`config.mk`:
```
export PLATFORM = sky130hd
export DESIGN_NAME = axi_lite_cmd_master
export DESIGN_NICKNAME = d
export VERILOG_FILES = /design/src/rtl/axi_lite_cmd_master.sv
export SDC_FILE = /design/constraint.sdc
export NUM_CORES = 1
export LEC_CHECK = 0
export CELL_PAD_IN_SITES_DETAIL_PLACEMENT = 1
export CELL_PAD_IN_SITES_GLOBAL_PLACEMENT = 1
export CORE_UTILIZATION = 35
export CTS_CLUSTER_SIZE = 20
export DETAILED_ROUTE_END_ITERATION = 10
export GPL_ROUTABILITY_DRIVEN = 0
export PLACE_DENSITY_LB_ADDON = 0.1
export RECOVER_POWER = 25
export SLEW_MARGIN = 20
export SYNTH_ARGS = -nofsm -noshare
export SYNTH_HDL_FRONTEND = slang
export SYNTH_SLANG_ARGS = --single-unit
```
`constraint.sdc`:
```
create_clock -name i_clk -period 4.35 [get_ports i_clk]
set_input_delay 1.0875 -clock i_clk [delete_from_list [all_inputs] [get_ports i_clk]]
set_output_delay 1.0875 -clock i_clk [all_outputs]
set_load 0.02 [all_outputs]
```
`src/rtl/axi_lite_cmd_master.sv`:
```
// Queued AXI4-Lite master: a command FIFO feeds a single-outstanding AXI4-Lite engine that
// returns one response per command, with a per-handshake bus-hang timeout.
module axi_lite_cmd_master #(
    parameter int unsigned ADDR_WIDTH = 32,
    parameter int unsigned DATA_WIDTH = 32,
    parameter int unsigned CMD_DEPTH  = 4,
    parameter int unsigned TIMEOUT    = 256,
    localparam int unsigned STRB_WIDTH = DATA_WIDTH / 8,
    localparam int unsigned PTR_W      = $clog2(CMD_DEPTH)
) (
    input  logic                  i_clk,
    input  logic                  i_rst,
    // command port
    input  logic                  i_cmd_valid,
    output logic                  o_cmd_ready,
    input  logic                  i_cmd_write,
    input  logic [ADDR_WIDTH-1:0] i_cmd_addr,
    input  logic [DATA_WIDTH-1:0] i_cmd_wdata,
    input  logic [STRB_WIDTH-1:0] i_cmd_wstrb,
    output logic [PTR_W:0]        o_cmd_count,
    // response port
    output logic                  o_rsp_valid,
    input  logic                  i_rsp_ready,
    output logic                  o_rsp_write,
    output logic [DATA_WIDTH-1:0] o_rsp_rdata,
    output logic [1:0]            o_rsp_resp,
    output logic                  o_rsp_timeout,
    // AXI4-Lite write channels
    output logic [ADDR_WIDTH-1:0] o_awaddr,
    output logic                  o_awvalid,
    input  logic                  i_awready,
    output logic [DATA_WIDTH-1:0] o_wdata,
    output logic [STRB_WIDTH-1:0] o_wstrb,
    output logic                  o_wvalid,
    input  logic                  i_wready,
    input  logic [1:0]            i_bresp,
    input  logic                  i_bvalid,
    output logic                  o_bready,
    // AXI4-Lite read channels
    output logic [ADDR_WIDTH-1:0] o_araddr,
    output logic                  o_arvalid,
    input  logic                  i_arready,
    input  logic [DATA_WIDTH-1:0] i_rdata,
    input  logic [1:0]            i_rresp,
    input  logic                  i_rvalid,
    output logic                  o_rready
);

    localparam int unsigned TMO_W = (TIMEOUT < 2) ? 1 : $clog2(TIMEOUT);

    typedef enum logic [2:0] {
        StIdle, StWrAddr, StWrResp, StRdAddr, StRdData, StResp
    } state_e;

    // command FIFO
    logic                  r_fifo_write [CMD_DEPTH];
    logic [ADDR_WIDTH-1:0] r_fifo_addr  [CMD_DEPTH];
    logic [DATA_WIDTH-1:0] r_fifo_wdata [CMD_DEPTH];
    logic [STRB_WIDTH-1:0] r_fifo_wstrb [CMD_DEPTH];
    logic [PTR_W:0]        r_wr_ptr;
    logic [PTR_W:0]        r_rd_ptr;

    logic [PTR_W:0]        w_count;
    logic                  w_full;
    logic                  w_empty;
    logic                  w_push;
    logic                  w_pop;
    logic                  w_head_write;
    logic [ADDR_WIDTH-1:0] w_head_addr;
    logic [DATA_WIDTH-1:0] w_head_wdata;
    logic [STRB_WIDTH-1:0] w_head_wstrb;

    // transaction engine
    state_e                r_state;
    logic [TMO_W-1:0]      r_tmo_cnt;
    logic [ADDR_WIDTH-1:0] r_addr;
    logic [DATA_WIDTH-1:0] r_wdata;
    logic [STRB_WIDTH-1:0] r_wstrb;
    logic                  r_awvalid;
    logic                  r_wvalid;
    logic                  r_bready;
    logic                  r_arvalid;
    logic                  r_rready;
    logic                  r_rsp_valid;
    logic                  r_rsp_write;
    logic [DATA_WIDTH-1:0] r_rsp_rdata;
    logic [1:0]            r_rsp_resp;
    logic                  r_rsp_timeout;

    logic                  w_aw_done;
    logic                  w_w_done;
    logic                  w_in_wait;
    logic                  w_wait_done;
    logic                  w_tmo_hit;

    assign w_count      = r_wr_ptr - r_rd_ptr;
    assign w_full       = (w_count == (PTR_W+1)'(CMD_DEPTH));
    assign w_empty      = (r_wr_ptr == r_rd_ptr);
    assign w_push       = i_cmd_valid && !w_full;
    assign w_pop        = (r_state == StIdle) && !w_empty;
    assign w_head_write = r_fifo_write[r_rd_ptr[PTR_W-1:0]];
    assign w_head_addr  = r_fifo_addr[r_rd_ptr[PTR_W-1:0]];
    assign w_head_wdata = r_fifo_wdata[r_rd_ptr[PTR_W-1:0]];
    assign w_head_wstrb = r_fifo_wstrb[r_rd_ptr[PTR_W-1:0]];

    always_ff @(posedge i_clk) begin
        if (w_push) begin
            r_fifo_write[r_wr_ptr[PTR_W-1:0]] <= i_cmd_write;
            r_fifo_addr[r_wr_ptr[PTR_W-1:0]]  <= i_cmd_addr;
            r_fifo_wdata[r_wr_ptr[PTR_W-1:0]] <= i_cmd_wdata;
            r_fifo_wstrb[r_wr_ptr[PTR_W-1:0]] <= i_cmd_wstrb;
        end
    end

    always_ff @(posedge i_clk) begin
        if (i_rst) begin
            r_wr_ptr <= '0;
            r_rd_ptr <= '0;
        end else begin
            if (w_push) r_wr_ptr <= r_wr_ptr + (PTR_W+1)'(1);
            if (w_pop)  r_rd_ptr <= r_rd_ptr + (PTR_W+1)'(1);
        end
    end

    // AW and W complete independently; a channel already handshaken counts as done
    assign w_aw_done = !r_awvalid || i_awready;
    assign w_w_done  = !r_wvalid || i_wready;
    assign w_tmo_hit = (TIMEOUT != 0) && (r_tmo_cnt == TMO_W'(TIMEOUT - 1));

    always_comb begin
        w_in_wait   = 1'b1;
        w_wait_done = 1'b0;
        unique case (r_state)
            StWrAddr: w_wait_done = w_aw_done && w_w_done;
            StWrResp: w_wait_done = i_bvalid;
            StRdAddr: w_wait_done = i_arready;
            StRdData: w_wait_done = i_rvalid;
            default:  w_in_wait   = 1'b0;
        endcase
    end

    always_ff @(posedge i_clk) begin
        if (i_rst) begin
            r_state       <= StIdle;
            r_tmo_cnt     <= '0;
            r_addr        <= '0;
            r_wdata       <= '0;
            r_wstrb       <= '0;
            r_awvalid     <= 1'b0;
            r_wvalid      <= 1'b0;
            r_bready      <= 1'b0;
            r_arvalid     <= 1'b0;
            r_rready      <= 1'b0;
            r_rsp_valid   <= 1'b0;
            r_rsp_write   <= 1'b0;
            r_rsp_rdata   <= '0;
            r_rsp_resp    <= 2'b00;
            r_rsp_timeout <= 1'b0;
        end else begin
            unique case (r_state)
                StIdle: begin
                    if (!w_empty) begin
                        r_addr      <= w_head_addr;
                        r_wdata     <= w_head_wdata;
                        r_wstrb     <= w_head_wstrb;
                        r_rsp_write <= w_head_write;
                        r_tmo_cnt   <= '0;
                        if (w_head_write) begin
                            r_awvalid <= 1'b1;
                            r_wvalid  <= 1'b1;
                            r_state   <= StWrAddr;
                        end else begin
                            r_arvalid <= 1'b1;
                            r_state   <= StRdAddr;
                        end
                    end
                end
                StWrAddr: begin
                    if (i_awready) r_awvalid <= 1'b0;
                    if (i_wready)  r_wvalid  <= 1'b0;
                    if (w_wait_done) begin
                        r_bready  <= 1'b1;
                        r_tmo_cnt <= '0;
                        r_state   <= StWrResp;
                    end
                end
                StWrResp: begin
                    if (i_bvalid) begin
                        r_bready      <= 1'b0;
                        r_rsp_valid   <= 1'b1;
                        r_rsp_resp    <= i_bresp;
                        r_rsp_rdata   <= '0;
                        r_rsp_timeout <= 1'b0;
                        r_state       <= StResp;
                    end
                end
                StRdAddr: begin
                    if (i_arready) begin
                        r_arvalid <= 1'b0;
                        r_rready  <= 1'b1;
                        r_tmo_cnt <= '0;
                        r_state   <= StRdData;
                    end
                end
                StRdData: begin
                    if (i_rvalid) begin
                        r_rready      <= 1'b0;
                        r_rsp_valid   <= 1'b1;
                        r_rsp_resp    <= i_rresp;
                        r_rsp_rdata   <= i_rdata;
                        r_rsp_timeout <= 1'b0;
                        r_state       <= StResp;
                    end
                end
                StResp: begin
                    if (i_rsp_ready) begin
                        r_rsp_valid <= 1'b0;
                        r_state     <= StIdle;
                    end
                end
                default: r_state <= StIdle;
            endcase

            // Abort overrides the per-state updates above; a handshake on the last cycle wins.
            if (w_in_wait && !w_wait_done) begin
                if (w_tmo_hit) begin
                    r_awvalid     <= 1'b0;
                    r_wvalid      <= 1'b0;
                    r_bready      <= 1'b0;
                    r_arvalid     <= 1'b0;
                    r_rready      <= 1'b0;
                    r_rsp_valid   <= 1'b1;
                    r_rsp_resp    <= 2'b10;
                    r_rsp_rdata   <= '0;
                    r_rsp_timeout <= 1'b1;
                    r_state       <= StResp;
                end else begin
                    r_tmo_cnt <= r_tmo_cnt + TMO_W'(1);
                end
            end
        end
    end

    assign o_cmd_ready   = !w_full;
    assign o_cmd_count   = w_count;
    assign o_rsp_valid   = r_rsp_valid;
    assign o_rsp_write   = r_rsp_write;
    assign o_rsp_rdata   = r_rsp_rdata;
    assign o_rsp_resp    = r_rsp_resp;
    assign o_rsp_timeout = r_rsp_timeout;
    assign o_awaddr      = r_addr;
    assign o_awvalid     = r_awvalid;
    assign o_wdata       = r_wdata;
    assign o_wstrb       = r_wstrb;
    assign o_wvalid      = r_wvalid;
    assign o_bready      = r_bready;
    assign o_araddr      = r_addr;
    assign o_arvalid     = r_arvalid;
    assign o_rready      = r_rready;

endmodule

```
After elaboration in Yosys (flattened, before gate mapping)
Memory sizes are Yosys's and may differ from the RTL's. A register that Yosys moved wholly into a read port is not among the register bits.
Index checks and enable logic that the tools add are counted.

word-level totals
  memories = 4
  logic and storage cells = 116
  bits in registers = 59
  bits in read-only memories = 0
  latch bits = 0
  memory bits (writable) = 276
  bits of input ports = 114

operators by class
  $mul = 0
  equal/unequal tests = 8
  reductions and logical operators = 14
  bitwise operators = 1
  div/mod/pow operators = 0
  mux-type cells = 71
  add/subtract/negate cells = 4
  $lt $le $gt $ge = 0
  shift operators = 0

memory list
  memory        depth  width  rd ports  clocked after memory_dff  write ports  RTL line  RTL
  r_fifo_addr   4      32     1         1                         1            57        logic [ADDR_WIDTH-1:0] r_fifo_addr [CMD_DEPTH];
  r_fifo_wdata  4      32     1         1                         1            58        logic [DATA_WIDTH-1:0] r_fifo_wdata [CMD_DEPTH];
  r_fifo_wstrb  4      4      1         1                         1            59        logic [STRB_WIDTH-1:0] r_fifo_wstrb [CMD_DEPTH];
  r_fifo_write  4      1      1         1                         1            56        logic r_fifo_write [CMD_DEPTH];

operators with widths
  kind                   number
  $mux W32               4
  $pmux W32 S2           1
  $mux W8                5
  $mux W1                35
  $mux W3                8
  $pmux W8 S3            1
  $pmux W3 S6            1
  $mux W2                7
  $pmux W1 S2            6
  $eq A3 B3 Y1 const B   3
  $add A8 B1 Y8 const B  1
  $eq A8 B8 Y1 const B   1
  $add A3 B1 Y3 const B  2
  $eq A3 B2 Y1 const B   2
  $logic_not A1 Y1       5
  $logic_and A1 B1 Y1    4
  $pmux W1 S4            1
  $pmux W2 S2            1
  $reduce_or A4 Y1       1
  $eq A3 B1 Y1 const B   1
  $eq A3 B3 Y1           1
  $logic_not A3 Y1       1
  $pmux W1 S3            1
  $sub A3 B3 Y3          1
  other kinds (3)        4

Longest topological paths before layout
Gate-level depths: netlist of the first run.

  depth in word-level cells = 8
  mapped depth = 10

Worst setup path before layout of the first run
Ideal clock, no wire load.

  path kind = register -> register
  from = register r_wr_ptr[0]
  to = memory r_fifo_addr[3][0], enable pin
  path slack = 0.532 ns
  stages on the path, launching flop included = 7
  required time = 3.914 ns
  arrival = 3.382 ns
  period minus slack after synthesis = 3.818 ns
  path through = dfxtp_1 inv_1 ha_1 fa_1 xor3_1 a31oi_2 and2_1

on the way
  longest elaborated chain between the ends = 6

RTL lines
  item                           RTL line  RTL
  start, declared                60        logic [PTR_W:0] r_wr_ptr;
  start signal, assigned         120       if (w_push) r_wr_ptr <= r_wr_ptr + (PTR_W+1)'(1);
  $sub A3 B3 Y3                  96        assign w_count = r_wr_ptr - r_rd_ptr;
  net o_cmd_count[2]             20        output logic [PTR_W:0] o_cmd_count,
  $eq A3 B3 Y1                   97        assign w_full = (w_count == (PTR_W+1)'(CMD_DEPTH));
  $logic_not A1 Y1               99        assign w_push = i_cmd_valid && !w_full;
  $logic_and A1 B1 Y1            99
  $mux W1                        107       if (w_push) begin
  $mux W1 (not written as such)  109       r_fifo_addr[r_wr_ptr[PTR_W-1:0]] <= i_cmd_addr;
  end, declared                  57

The timed path passes the listed nets, and every way through them passes these cells.

Final worst setup path of the first run
  from = register r_wr_ptr[0]
  to = output port o_cmd_ready

on the way
  longest elaborated chain between the ends = 3

RTL lines
  item              RTL line  RTL
  $sub A3 B3 Y3     96
  $eq A3 B3 Y1      97
  $logic_not A1 Y1  244       assign o_cmd_ready = !w_full;
  end, declared     15        output logic o_cmd_ready,

No other way between the ends.

==> flow_metrics.tcl, run 1 <==
set metrics [dict create \
    std_cell_rows 76 \
    report.power.total_uw 13700 \
    critical_path_peak_fanout 4 \
    vias 9214 \
    layout.nets 1393 \
    postSynthRegisterBits 405 \
    setup_ws_ps 590 \
    power.switching_uw 4520 \
    maxSlewViolCount 0 \
    grt_setup_unrepaired "false" \
    worst-endpoint-required_ps 3260 \
    ant_nets 0 \
    path_clk_slew_ps 60 \
    grt_use_met1_pct 22.0 \
    finalClockSkew_ps 18.8 \
    timing.critical_path.to "o_cmd_ready" \
    synthesis.area_sq_um 15400 \
    die_h_um 212 \
    power.share.clock_pct 28.1 \
    initialDrtViolationCount 480 \
    critPathLaunchType "flop" \
    run_status "complete, no violations" \
    busiest_layer_in_global_routing "met2" \
    postPlaceCellArea_sq_um 18400 \
    synth-async-reset-ratio_pct 0 \
    vias_per_cell 4.87 \
    maxClockFrequency_ghz 0.266 \
    die_w_um 212 \
    critical_path_class "flop to primary output" \
    drt_first_pass_iters 4 \
    ctsLongestPathBuffers 3 \
    n_antenna_cell 0 \
    worst_voltage_drop_across_the_vdd_grid_mv 0.484 \
    grtUsageMet2_pct 29.5 \
    core_area_sq_um 43300 \
    routedWlPerCell_um 20.3 \
    met3_usage_pct 3.59 \
    clock_sink_count 405 \
    yosys-top-cells-area "sky130_fd_sc_hd__edfxtp_1 (54%), sky130_fd_sc_hd__dfxtp_1 (17%), sky130_fd_sc_hd__mux4_2 (10%), sky130_fd_sc_hd__nand2_1 (4.5%), sky130_fd_sc_hd__a21oi_1 (3.4%)" \
    totalWireLength_um 38300 \
    whs_ps 454 \
    areaGrowthSynthToFinish_pct 28.8 \
    crit-reg2reg-launch "r_wr_ptr[0]" \
    worstRegToRegCells 7 \
    antenna_found_initial 6 \
    cap_viol_max_count 0 \
    synth_seq_area_share_pct 70.4 \
    min_period_over_period_pct 86.4 \
    postSynthAreaPerCell_sq_um 14.9 \
    post-dp-hpwl_um 24500 \
    filler_cell_count 4324 \
    hp-class "flop to flop" \
    start_point_of_the_critical_path "r_wr_ptr[0]" \
    finalSetupViolCount 0 \
    gr-usage-all-layers_pct 17.2 \
    p_comb_share_pct 33.0 \
    internal-power_uw 9160 \
    cts_tree "built" \
    global_route_wire_length_before_repair_um 57900 \
    post_cts_resized 0 \
    synthTopCellsByCount "sky130_fd_sc_hd__edfxtp_1 (276), sky130_fd_sc_hd__nand2_1 (184), sky130_fd_sc_hd__dfxtp_1 (129), sky130_fd_sc_hd__a21oi_1 (106), sky130_fd_sc_hd__mux4_2 (69)" \
    netlist.area_leader.share_pct 53.7 \
    cts-root-buf "sky130_fd_sc_hd__clkbuf_16" \
    later_pin_clock_latency_in_the_skew_report_ps 560 \
    fp.dieArea_sq_um 45000 \
    worst_flop_to_flop_path_endpoint "r_fifo_addr[3][14]" \
    pwr_density_cell_nw_per_um2 688 \
    power_frac_seq_pct 38.9 \
    synth_largest_area_cell "sky130_fd_sc_hd__edfxtp_1" \
    initial_core_util_pct 35.7 \
    hold_violations 0 \
    worst-slew-pin-transition_ps 1010 \
    synthDistinctLibCells 54 \
    synth.net_count 1156 \
    power.share.switching_pct 33.0 \
    postLayoutCellArea_sq_um 19900 \
    drt_drc_violations_left 0 \
    synth_top_flop_cell "sky130_fd_sc_hd__edfxtp_1" \
    end_kind "primary output" \
    placement.io_buffers 259 \
    first_global_vias 9743 \
    io_pins 260 \
    relSlewSlack_pct 32.7 \
    post-cts-setup-buffer-count 0 \
    p_leak_uw 0.00646 \
    cts.htree.levels 2 \
    placement.setup.worst_slack_ps 1050 \
    timing.reg2reg.setup_slack_ps 1250 \
    finalCriticalPeriod_ps 3760 \
    synth_enable_flop_cells 276 \
    ctsHoldBuffers 0 \
    largest_net_degree_at_the_start_of_global_routing 64 \
    layout_cells_sized_above_1_pct 14.4 \
    synthesis.yosys.warnings 0 \
    final_layout_setup_total_negative_slack_ps 0 \
    postSynthCellCount 1033 \
    cts_buffers 45 \
    data_arrival_at_the_endpoint_of_the_critical_path_ps 2670 \
    grt_overflow 0 \
    yosysMostFrequentCell "sky130_fd_sc_hd__edfxtp_1" \
]
[per-layer routing]
metal  vias to the layer above  part of all wire, %  wire, um
li1                       4276                    -         -
met1                      4658                   43     16700
met2                       219                   49     18900
met3                        53                  5.3      2010
met4                         8                  1.8       687
met5                         -                 0.13        49
[final cells by class]
type / count / area, sq um / share of cell area [%]
timing repair buffer: 282 / 2810 / 14.1
clock buffer: 56 / 1210 / 6.08
tap: 585 / 732 / 3.68
inverter: 11 / 41.3 / 0.208
sequential: 405 / 10900 / 54.7
clock inverter: 27 / 288 / 1.45
multi-input combinational: 525 / 3930 / 19.7
[layout by cell type (no fill, tap or decap), types with 2 or more instances in the layout]
cell type / n
sky130_fd_sc_hd__nor2b_1: 5
sky130_fd_sc_hd__inv_6: 2
sky130_fd_sc_hd__dlygate4sd3_1: 54
sky130_fd_sc_hd__clkinv_1: 9
sky130_fd_sc_hd__clkbuf_8: 2
sky130_fd_sc_hd__buf_4: 20
sky130_fd_sc_hd__inv_1: 11
sky130_fd_sc_hd__and2_4: 4
sky130_fd_sc_hd__or2_2: 2
sky130_fd_sc_hd__nor3b_1: 2
sky130_fd_sc_hd__a21oi_2: 10
sky130_fd_sc_hd__mux4_2: 69
sky130_fd_sc_hd__and4bb_2: 2
sky130_fd_sc_hd__a22oi_1: 3
sky130_fd_sc_hd__a21oi_1: 106
sky130_fd_sc_hd__clkdlybuf4s50_1: 204
sky130_fd_sc_hd__buf_12: 4
sky130_fd_sc_hd__nand2_1: 184
sky130_fd_sc_hd__ha_1: 8
sky130_fd_sc_hd__xnor2_1: 4
sky130_fd_sc_hd__dfxtp_4: 2
sky130_fd_sc_hd__clkbuf_1: 8
sky130_fd_sc_hd__or3_1: 2
sky130_fd_sc_hd__o211ai_1: 4
sky130_fd_sc_hd__nor2_1: 19
sky130_fd_sc_hd__nor3_1: 4
sky130_fd_sc_hd__o21ai_0: 16
sky130_fd_sc_hd__o22ai_1: 2
sky130_fd_sc_hd__a31oi_1: 3
sky130_fd_sc_hd__clkinv_2: 8
sky130_fd_sc_hd__clkbuf_16: 46
sky130_fd_sc_hd__dfxtp_1: 127
sky130_fd_sc_hd__nand3_1: 42
sky130_fd_sc_hd__edfxtp_1: 276
sky130_fd_sc_hd__bufinv_16: 6
sky130_fd_sc_hd__nand2b_1: 8
[metrics by stage]
| step | utilization [%] | cells |
|---|---|---|
| floorplan | - | 1033 |
| detailed placement | 42.5 | 1808 |
| global route | 46.0 | 1891 |
| CTS | 46.0 | 1891 |
| finish | 46.0 | 1891 |
| global placement | 42.5 | 1808 |
[cell families after synthesis]
group                    after synthesis  synth area share (%)
adder cells (fa/ha/maj)                9                 0.778
AO/OA/AOI/OAI                        157                  5.97
XOR/XNOR                               6                 0.438
AND/OR/NAND/NOR                      284                  8.10
multiplexers                          69                  10.1
buffers and inverters                103                  4.24
flip-flops                           405                  70.4
[flip-flops by register name (all words and copies together), names as in the netlist, named ones only]
name           flops
o_rsp_timeout      1
o_wdata           32
r_wr_ptr           3
r_tmo_cnt          8
r_fifo_wstrb      16
o_arvalid          1
r_fifo_write       4
r_fifo_wdata     128
o_rsp_write        1
r_rd_ptr           3
o_rready           1
o_bready           1
o_awvalid          1
o_araddr          32
r_fifo_addr      128
o_rsp_rdata       32
r_state            3
o_rsp_valid        1
o_rsp_resp         2
o_wvalid           1
o_wstrb            4
[power groups by stage]
stage	Clock, uW	Combinational [uW]	Sequential, uW
after floorplan	0	2630	5700
after global placement	0	4620	5380
after detailed placement	0	4630	5410
after CTS	3970	4650	5340
after global routing	4110	4910	5400
final	3850	4510	5320
[worst max-delay path, stage by stage (launching register included)]
cell and delay, ps:
sky130_fd_sc_hd__dfxtp_1 400, sky130_fd_sc_hd__inv_1 110, sky130_fd_sc_hd__ha_1 220, sky130_fd_sc_hd__fa_1 360, sky130_fd_sc_hd__xor3_1 290, sky130_fd_sc_hd__nand3_1 130
sky130_fd_sc_hd__clkdlybuf4s50_1 610
[how the worst min path moves through the flow]
stage / from / depth (start not counted) / end / slack, ps
floorplan: r_tmo_cnt[3] / 2 / r_tmo_cnt[3] / 500
global placement: o_wdata[15] / 2 / o_wdata[15] / 450
detailed placement: o_wdata[24] / 2 / o_wdata[24] / 450
CTS: o_wdata[24] / 2 / o_wdata[24] / 460
global route: o_rsp_timeout / 2 / o_rsp_timeout / 470
finish: o_wdata[24] / 2 / o_wdata[24] / 450
Note: power is estimated with default switching activity, not from simulation.
==> inputs of run 2 (changes only) <==
Settings changed: HOLD_SLACK_MARGIN set to 0.12.
==> results of run 2 <==
The final DEF is identical to that of run 1; final timing and power are the same.
